[config.mk]
export PLATFORM = sky130hd
export DESIGN_NAME = debug_unit_transmit
export DESIGN_NICKNAME = d
export VERILOG_FILES = /design/src/rtl/debug_unit_transmit.sv
export SDC_FILE = /design/constraint.sdc
export NUM_CORES = 1
export LEC_CHECK = 0
export CORE_ASPECT_RATIO = 1.75
export CORE_UTILIZATION = 49
export DETAILED_ROUTE_END_ITERATION = 10
export MAX_ROUTING_LAYER = met4
export PLACE_DENSITY_LB_ADDON = 0.08
export SLEW_MARGIN = 40
export SYNTH_ARGS = -nofsm -noshare
export SYNTH_HDL_FRONTEND = slang
export SYNTH_SLANG_ARGS = --single-unit
export TNS_END_PERCENT = 20
[constraint.sdc]
create_clock -name i_clock -period 3.5 [get_ports i_clock]
set_input_delay 0.35 -clock i_clock [delete_from_list [all_inputs] [get_ports i_clock]]
set_output_delay 0.35 -clock i_clock [all_outputs]
set_load 0.01 [all_outputs]
[src/rtl/debug_unit_transmit.sv]
// Streams PC, GPRs and a data-memory window to uart_tx, one byte per tx_start/tx_done handshake, MSB first.
// Latency: start -> first o_tx_start 1 cycle; each word boundary adds 3 cycles (NEXT, FETCH, CAPTURE).
// Backpressure: holds o_tx_data until i_tx_done, no timeout; DU_TX_CYCLE_COUNT_EN appends a cycle-count word.
module debug_unit_transmit #(
    parameter int NB_DATA     = 32,
    parameter int NB_BYTE     = 8,
    parameter int NB_REGISTER = 5,
    parameter int NB_MEM_ADDR = 5,
    parameter int N_MEM_WORDS = 16,
    parameter int NB_STATE    = 3
) (
    input  logic                   i_clock,
    input  logic                   i_reset,
    input  logic                   i_send_start,
    input  logic [NB_DATA-1:0]     i_pc,
`ifdef DU_TX_CYCLE_COUNT_EN
    input  logic [NB_DATA-1:0]     i_cycle_count,
`endif
    output logic [NB_REGISTER-1:0] o_register_addr,
    input  logic [NB_DATA-1:0]     i_register_data,
    output logic [NB_MEM_ADDR-1:0] o_memory_addr,
    input  logic [NB_DATA-1:0]     i_memory_data,
    output logic [NB_BYTE-1:0]     o_tx_data,
    output logic                   o_tx_start,
    input  logic                   i_tx_done,
    output logic                   o_busy,
    output logic                   o_send_done,
    output logic [NB_STATE-1:0]    o_state
);

    localparam int N_REGS = 2**NB_REGISTER;
`ifdef DU_TX_CYCLE_COUNT_EN
    localparam int N_EXTRA = 1;
`else
    localparam int N_EXTRA = 0;
`endif
    localparam int N_WORDS        = 1 + N_REGS + N_MEM_WORDS + N_EXTRA;
    localparam int NB_IDX         = $clog2(N_WORDS) + 1;
    localparam int BYTES_PER_WORD = NB_DATA / NB_BYTE;
    localparam int NB_BCNT        = (BYTES_PER_WORD > 1) ? $clog2(BYTES_PER_WORD) : 1;

    // Word index: 0 = PC, then GPRs, then memory words, then optional cycle count.
    localparam logic [NB_IDX-1:0]  IDX_REG0  = NB_IDX'(1);
    localparam logic [NB_IDX-1:0]  IDX_MEM0  = NB_IDX'(1 + N_REGS);
    localparam logic [NB_IDX-1:0]  IDX_MEME  = NB_IDX'(1 + N_REGS + N_MEM_WORDS);
    localparam logic [NB_IDX-1:0]  IDX_LAST  = NB_IDX'(N_WORDS - 1);
    localparam logic [NB_BCNT-1:0] BCNT_LAST = NB_BCNT'(BYTES_PER_WORD - 1);

    typedef enum logic [2:0] {
        ST_IDLE    = 3'd0,
        ST_FETCH   = 3'd1,
        ST_CAPTURE = 3'd2,
        ST_SEND    = 3'd3,
        ST_WAIT_TX = 3'd4,
        ST_NEXT    = 3'd5,
        ST_DONE    = 3'd6
    } state_t;

    state_t             state;
    logic [NB_DATA-1:0] shift_dat;
    logic [NB_IDX-1:0]  idx;
    logic [NB_IDX-1:0]  idx_nxt;
    logic [NB_BCNT-1:0] byte_cnt;
    logic [NB_DATA-1:0] capture_dat;
`ifdef DU_TX_CYCLE_COUNT_EN
    logic [NB_DATA-1:0] cycle_q;
`endif

    assign o_state = NB_STATE'(state);
    assign idx_nxt = idx + NB_IDX'(1);

    always_comb begin
        capture_dat = i_register_data;
        if (idx >= IDX_MEM0) begin
            capture_dat = i_memory_data;
        end
`ifdef DU_TX_CYCLE_COUNT_EN
        if (idx == IDX_LAST) begin
            capture_dat = cycle_q;
        end
`endif
    end

    always_ff @(posedge i_clock or negedge i_reset) begin
        if (!i_reset) begin
            state           <= ST_IDLE;
            shift_dat       <= '0;
            idx             <= '0;
            byte_cnt        <= '0;
            o_register_addr <= '0;
            o_memory_addr   <= '0;
            o_tx_data       <= '0;
            o_tx_start      <= 1'b0;
            o_busy          <= 1'b0;
            o_send_done     <= 1'b0;
`ifdef DU_TX_CYCLE_COUNT_EN
            cycle_q         <= '0;
`endif
        end else begin
            case (state)
                ST_IDLE: begin
                    if (i_send_start) begin
                        shift_dat  <= i_pc;
                        o_tx_data  <= i_pc[NB_DATA-1 -: NB_BYTE];
                        o_tx_start <= 1'b1;
                        o_busy     <= 1'b1;
                        idx        <= '0;
                        byte_cnt   <= '0;
`ifdef DU_TX_CYCLE_COUNT_EN
                        cycle_q    <= i_cycle_count;
`endif
                        state      <= ST_SEND;
                    end
                end
                ST_FETCH: begin
                    state <= ST_CAPTURE;
                end
                ST_CAPTURE: begin
                    shift_dat  <= capture_dat;
                    o_tx_data  <= capture_dat[NB_DATA-1 -: NB_BYTE];
                    o_tx_start <= 1'b1;
                    state      <= ST_SEND;
                end
                ST_SEND: begin
                    o_tx_start <= 1'b0;
                    state      <= ST_WAIT_TX;
                end
                ST_WAIT_TX: begin
                    if (i_tx_done) begin
                        shift_dat <= shift_dat << NB_BYTE;
                        if (byte_cnt == BCNT_LAST) begin
                            byte_cnt <= '0;
                            state    <= ST_NEXT;
                        end else begin
                            byte_cnt   <= byte_cnt + NB_BCNT'(1);
                            // Next byte is the one below the current MSB, before the shift lands.
                            o_tx_data  <= shift_dat[NB_DATA-NB_BYTE-1 -: NB_BYTE];
                            o_tx_start <= 1'b1;
                            state      <= ST_SEND;
                        end
                    end
                end
                ST_NEXT: begin
                    if (idx == IDX_LAST) begin
                        o_send_done <= 1'b1;
                        o_busy      <= 1'b0;
                        state       <= ST_DONE;
                    end else begin
                        idx <= idx_nxt;
                        if (idx_nxt < IDX_MEM0) begin
                            o_register_addr <= NB_REGISTER'(idx_nxt - IDX_REG0);
                        end else if (idx_nxt < IDX_MEME) begin
                            o_memory_addr <= NB_MEM_ADDR'(idx_nxt - IDX_MEM0);
                        end
                        state <= ST_FETCH;
                    end
                end
                ST_DONE: begin
                    o_send_done <= 1'b0;
                    state       <= ST_IDLE;
                end
                default: begin
                    o_tx_start  <= 1'b0;
                    o_send_done <= 1'b0;
                    o_busy      <= 1'b0;
                    state       <= ST_IDLE;
                end
            endcase
        end
    end

endmodule

# Word-level counts from Yosys, hierarchy flattened
# Index checks and enable logic that the tools add are counted.
word_totals:
  romBits: 0
  latchBits: 0
  mem_count: 0
  elab_cells: 80
  in_bits: 100
  ramBits: 0
  output_inout_bits: 24
  regBits: 57
classes:
  n_lt_le_gt_ge: 3
  div: 0
  addsub: 4
  eq_ne: 13
  n_mul: 0
  shift: 0
  bitwise: 5
  muxes: 28
  reduce_logical: 17
op_table:
  columns: ["cell", "count"]
  rows:
  - ["$pmux W24 S3", 1]
  - ["$mux W24", 2]
  - ["$mux W32", 1]
  - ["$mux W8", 3]
  - ["$pmux W8 S3", 1]
  - ["$pmux W3 S6", 1]
  - ["$reduce_and A3 Y1", 5]
  - ["$lt A7 B6 Y1 const B", 2]
  - ["$mux W7", 2]
  - ["$pmux W7 S2", 1]
  - ["$mux W3", 4]
  - ["$reduce_and A4 Y1", 3]
  - ["$ne A2 B2 Y1 const B", 5]
  - ["$reduce_or A5 Y1", 2]
  - ["$sub A5 B1 Y5 const B", 2]
  - ["$eq A3 B3 Y1 const B", 3]
  - ["$add A7 B1 Y7 const B", 1]
  - ["$eq A7 B6 Y1 const B", 1]
  - ["$ge A7 B6 Y1 const B", 1]
  - ["$eq A3 B2 Y1 const B", 2]
  - ["$mux W2", 3]
  - ["$mux W1", 5]
  - ["$not A1 Y1", 5]
  - ["$pmux W1 S4", 1]
  - ["other kinds (11)", 13]

# Depth between registers and ports, before layout
depth:
  ltp_word: 4
  ltp_mapped: 8
  ltp_nobuf: 7

# Worst setup path before layout
# OpenSTA, ideal clock, no wires.
synth_timing:
  path_kind: "reg-to-reg"
  from: "reg idx[0]"
  to: "reg o_memory_addr[0]"
  path_stages_with_launch: 9
  n_path_buf: 1
  setup_slack_ns: 1.142
  t_required_ns: 3.375
  arrival_ns: 2.234
  synth_period_minus_slack_ns: 2.358
  setup_time_ns: 0.125
  path_cell_list: "dfrtp_1 buf_2 inv_1 ha_1 nand2b_1 o32ai_2 nor3_1 nor4_4 mux2_2"
synth_via:
  elab_chain_cells: 4
  elab_cells_between_ends: 8
  classes_between: "add/sub (2); order compare (2); eq/ne (1); bitwise (2); reduce/logical (1)"
synth_lines:
  columns: ["element", "line_no", "rtl"]
  rows:
  - ["from (decl)", "61", "logic [NB_IDX-1:0] idx;"]
  - ["from (signal assigned)", "149", "idx <= idx_nxt;"]
  - ["$add A7 B1 Y7", "70", "assign idx_nxt = idx + NB_IDX'(1);"]
  - ["$lt A7 B6 Y1", "150", "if (idx_nxt < IDX_MEM0) begin"]
  - ["$not A1 Y1 (no source line)", null, null]
  - ["$reduce_and A4 Y1 (no source line)", null, null]
  - ["to (signal assigned)", "153", "o_memory_addr <= NB_MEM_ADDR'(idx_nxt - IDX_MEM0);"]
  - ["to (decl)", "21", "output logic [NB_MEM_ADDR-1:0] o_memory_addr,"]
# Parallel ways exist; a longest one is shown, timed or not.
# A chain may end at the register's enable or synchronous reset.

# Worst setup path after layout
layout_timing:
  from: "reg idx[0]"
  to: "reg o_memory_addr[3]"
# The elaborated chain is that of the path after synthesis.

==> flow_summary_export.csv <==
group,metric,value,unit
synth,syn_nets,480,
clock_network,cts_max_path_buffers,2,
synth,ys_warn_count,0,
route,wl_met3,623,um
synth,synth_edf_count,0,
grt,grt_antenna_before_repair,0,
floorplan,dieHeight,112,um
grt,grt_first_pass_wirelength,17.8,mm
worst_setup_path,rrSetupSlack,0.85,ns
worst_setup_path,start_kind,"flip-flop",
timing,max_freq,378,MHz
clock_network,cts-root-buf,"clkbuf_16",
power,power.leakage,1.99,nW
synth,synthXorXnorAreaFrac,0.0180,
job,cap_viol_max_count,0,
floorplan,rows,39,
route,drt-met1-wl,4.04,mm
timing,period_needed,2.65,ns
synth,yosysMostFrequentCell,"dfrtp_1",
timing,finalCritPeriodShare,0.756,
worst_setup_path,crit_path_end_kind,"flip-flop",
timing,finClkSkew,0.00860,ns
floorplan,start_util,0.513,
synth,yosys.area.top_type,"dfrtp_1",
place,hpwl,7.61,mm
clock_network,numCtsBuffers,9,
status,status,"finished clean",
clock_network,clk_latency,0.33,ns
timing,relSlewSlack,0.548,
clock_network,cts_resized,0,
route,wirelength,11.4,mm
worst_setup_path,worstPathRequired,3.71,ns
floorplan,boundaryPins,124,
power,p_per_area,784,mW/mm^2
route,top_layer_used,"met4",
synth,ys_top_cells_by_area,"dfrtp_1, a21oi_1, a221o_1",
grt,grt-ovfl-total,0,
route,drcViolationCount,0,
synth,ys_seq_area_frac,0.419,
timing,finalHoldViolCount,0,
place,gp_congestion,0.971,
grt,grt_pass1_vias,3566,
worst_setup_path,r2r_cells,7,
power,switching_share,0.381,
clock_network,h-tree-depth,3,
synth,synthArstFlopShare,1.00,
route,drtPass1Iterations,5,
synth,synthFlopType,"dfrtp_1",
route,drtIter0Drc,396,
finish,area_delta_synth_final,45.9,%
power,clkPwrFrac,0.235,
clock_network,cts_tree,"done",
finish,layout-drive-gt1-share,0.0928,
clock_network,cts_setup_buffers,0,
route,vias,3528,
place,io_buffers,123,
power,power,3.90,mW
worst_setup_path,cp.arrival,2.85,ns
power,p_switching,1.48,mW
timing,setup_tns,0,ns
grt,grt_max_degree,42,
clock_network,cts.sinks,57,
floorplan,coreArea,0.00664,sq mm
synth,yosys.area_share.simple,0.130,
power,peakVddDrop,0.000729,V
worst_setup_path,worst-path-max-fanout,14,
timing,rsz0062_at_grt,"no",
route,antenna_left,0,
synth,muxShareOfSynthArea,0.0393,
finish,n_fill_cell,520,
power,combinationalPowerShare,0.463,
worst_setup_path,crit_type,"reg -> reg",
power,seq_power_share,0.301,
synth,synth_top_family_by_area,"compound AO/OA/AOI/OAI gates",
worst_setup_path,rr_startpoint,"idx[0]",
power,internal_power,2.41,mW
clock_network,holdBufCountCts,0,
synth,netlist_area,0.00341,sq mm
synth,synth_compound_area_frac,0.330,
worst_setup_path,rr_endpoint,"o_memory_addr[3]",
floorplan,die_w,65.0,um
timing,drv_slew,0,
route,wl_per_cell,20.1,um
min_path,hp-class,"in -> async",
finish,num_antenna_cells,0,
timing,tightestPinTransition,0.676,ns
synth,syn_inst,376,
synth,synth_common_cells,"dfrtp_1, a21oi_1, o21ai_0",
synth,syn_avg_cell_area,9.06,sq um
synth,synth.top_cell.area_share,0.419,
synth,synth_seq_cells,57,
timing,setup_violations,0,
route,viasPerCell,6.22,
finish,fin_nets,585,
floorplan,dieArea,0.00730,sq mm
route,dr_wl_met2,6.24,mm
clock_network,path_clk_slew,0.05,ns
synth,synthAdderAreaFrac,0.0147,
synth,synth.distinct_cells,45,
grt,gr-usage-all-layers,0.333,
cell usage in the layout, fill, tap and decap left out, drive strengths merged, types with 2 or more instances in the layout:
cell type and instances:
nor2b 3, nor2 14, xnor2 5, dfrtp 57
o21bai 2, inv 7, o22a 24, a221o 24
mux2 11, clkbuf 12, ha 4, nand2b 2
nor3 3, nand2 20, buf 7, o21a 2
clkdlybuf4s50 122, bufinv 2, o21ai 42, nand3 37
o22ai 3, a21oi 50, xor2 2, a21o 10
worst max-delay path, cell delays in order, from the launching register on:
cell	delay, ns
dfrtp_1	0.59
inv_1	0.11
ha_1	0.40
nand2b_1	0.19
o32ai_2	0.29
nor3_1	0.12
nor4_4	0.45
mux2_2	0.39
cell type report:
type | instances | area [sq um] | area share
Multi-Input combinational cell | 277 | 1830 | 0.368
Sequential cell | 57 | 1430 | 0.287
Timing Repair Buffer | 129 | 1270 | 0.256
Clock buffer | 12 | 246 | 0.0496
Tap cell | 82 | 103 | 0.0206
Clock inverter | 3 | 65.1 | 0.0131
Inverter | 7 | 26.3 | 0.00528
metrics by stage:
stage	utilization	cell area [sq um]	hold WS, ns	setup slack (ns)	std cells
global placement	0.701	4650	0.464	1.02	552
detailed placement	0.702	4660	0.365	0.893	552
CTS	0.749	4970	0.0314	0.845	567
floorplan	-	3410	0.0544	1.14	376
finish	0.749	4970	0.00994	0.854	567
global route	0.749	4970	0.0462	0.710	567
layer usage:
metal / track usage / up-vias
li1: - / 1630
met1: 0.355 / 1708
met2: 0.578 / 158
met3: 0.0630 / 32
met4: 0.155 / 0
met5: - / -
power groups by stage:
stage	clock, mW	combinational, mW	sequential (mW)
3_3_place_gp	0	1.74	1.16
3_5_place_dp	0	1.78	1.17
2_1_floorplan	0	1.20	1.09
5_1_grt	0.952	1.97	1.20
4_1_cts	0.923	1.81	1.17
6_report	0.917	1.81	1.17
worst max-delay path by stage:
stage	startpoint	end	slack [ns]	depth (start not counted)
after CTS	idx[0]	o_memory_addr[3]	0.85	7
after detailed placement	idx[0]	o_memory_addr[0]	0.89	7
after global placement	idx[0]	o_memory_addr[0]	1.02	7
after floorplan	idx[0]	o_memory_addr[0]	1.14	8
after global routing	idx[0]	o_memory_addr[3]	0.71	7
final	idx[0]	o_memory_addr[3]	0.85	7
cells by family (layout without fill, tap and decap cells):
kind of cell	after synthesis	count (layout)
multiplexers	12	12
AO/OA/AOI/OAI	166	166
buffers and inverters	42	151
adder cells (fa/ha/maj)	4	4
AND/OR/NAND/NOR	88	88
XOR/XNOR	7	7
flip-flops	57	57
registers in the layout (all words and copies together), names as in the netlist:
register / cells
o_state: 3
o_register_addr: 5
shift_dat: 24
idx: 7
byte_cnt: 2
o_tx_data: 8
o_busy: 1
o_memory_addr: 5
o_send_done: 1
o_tx_start: 1
Power figures use the tool's default switching activity.
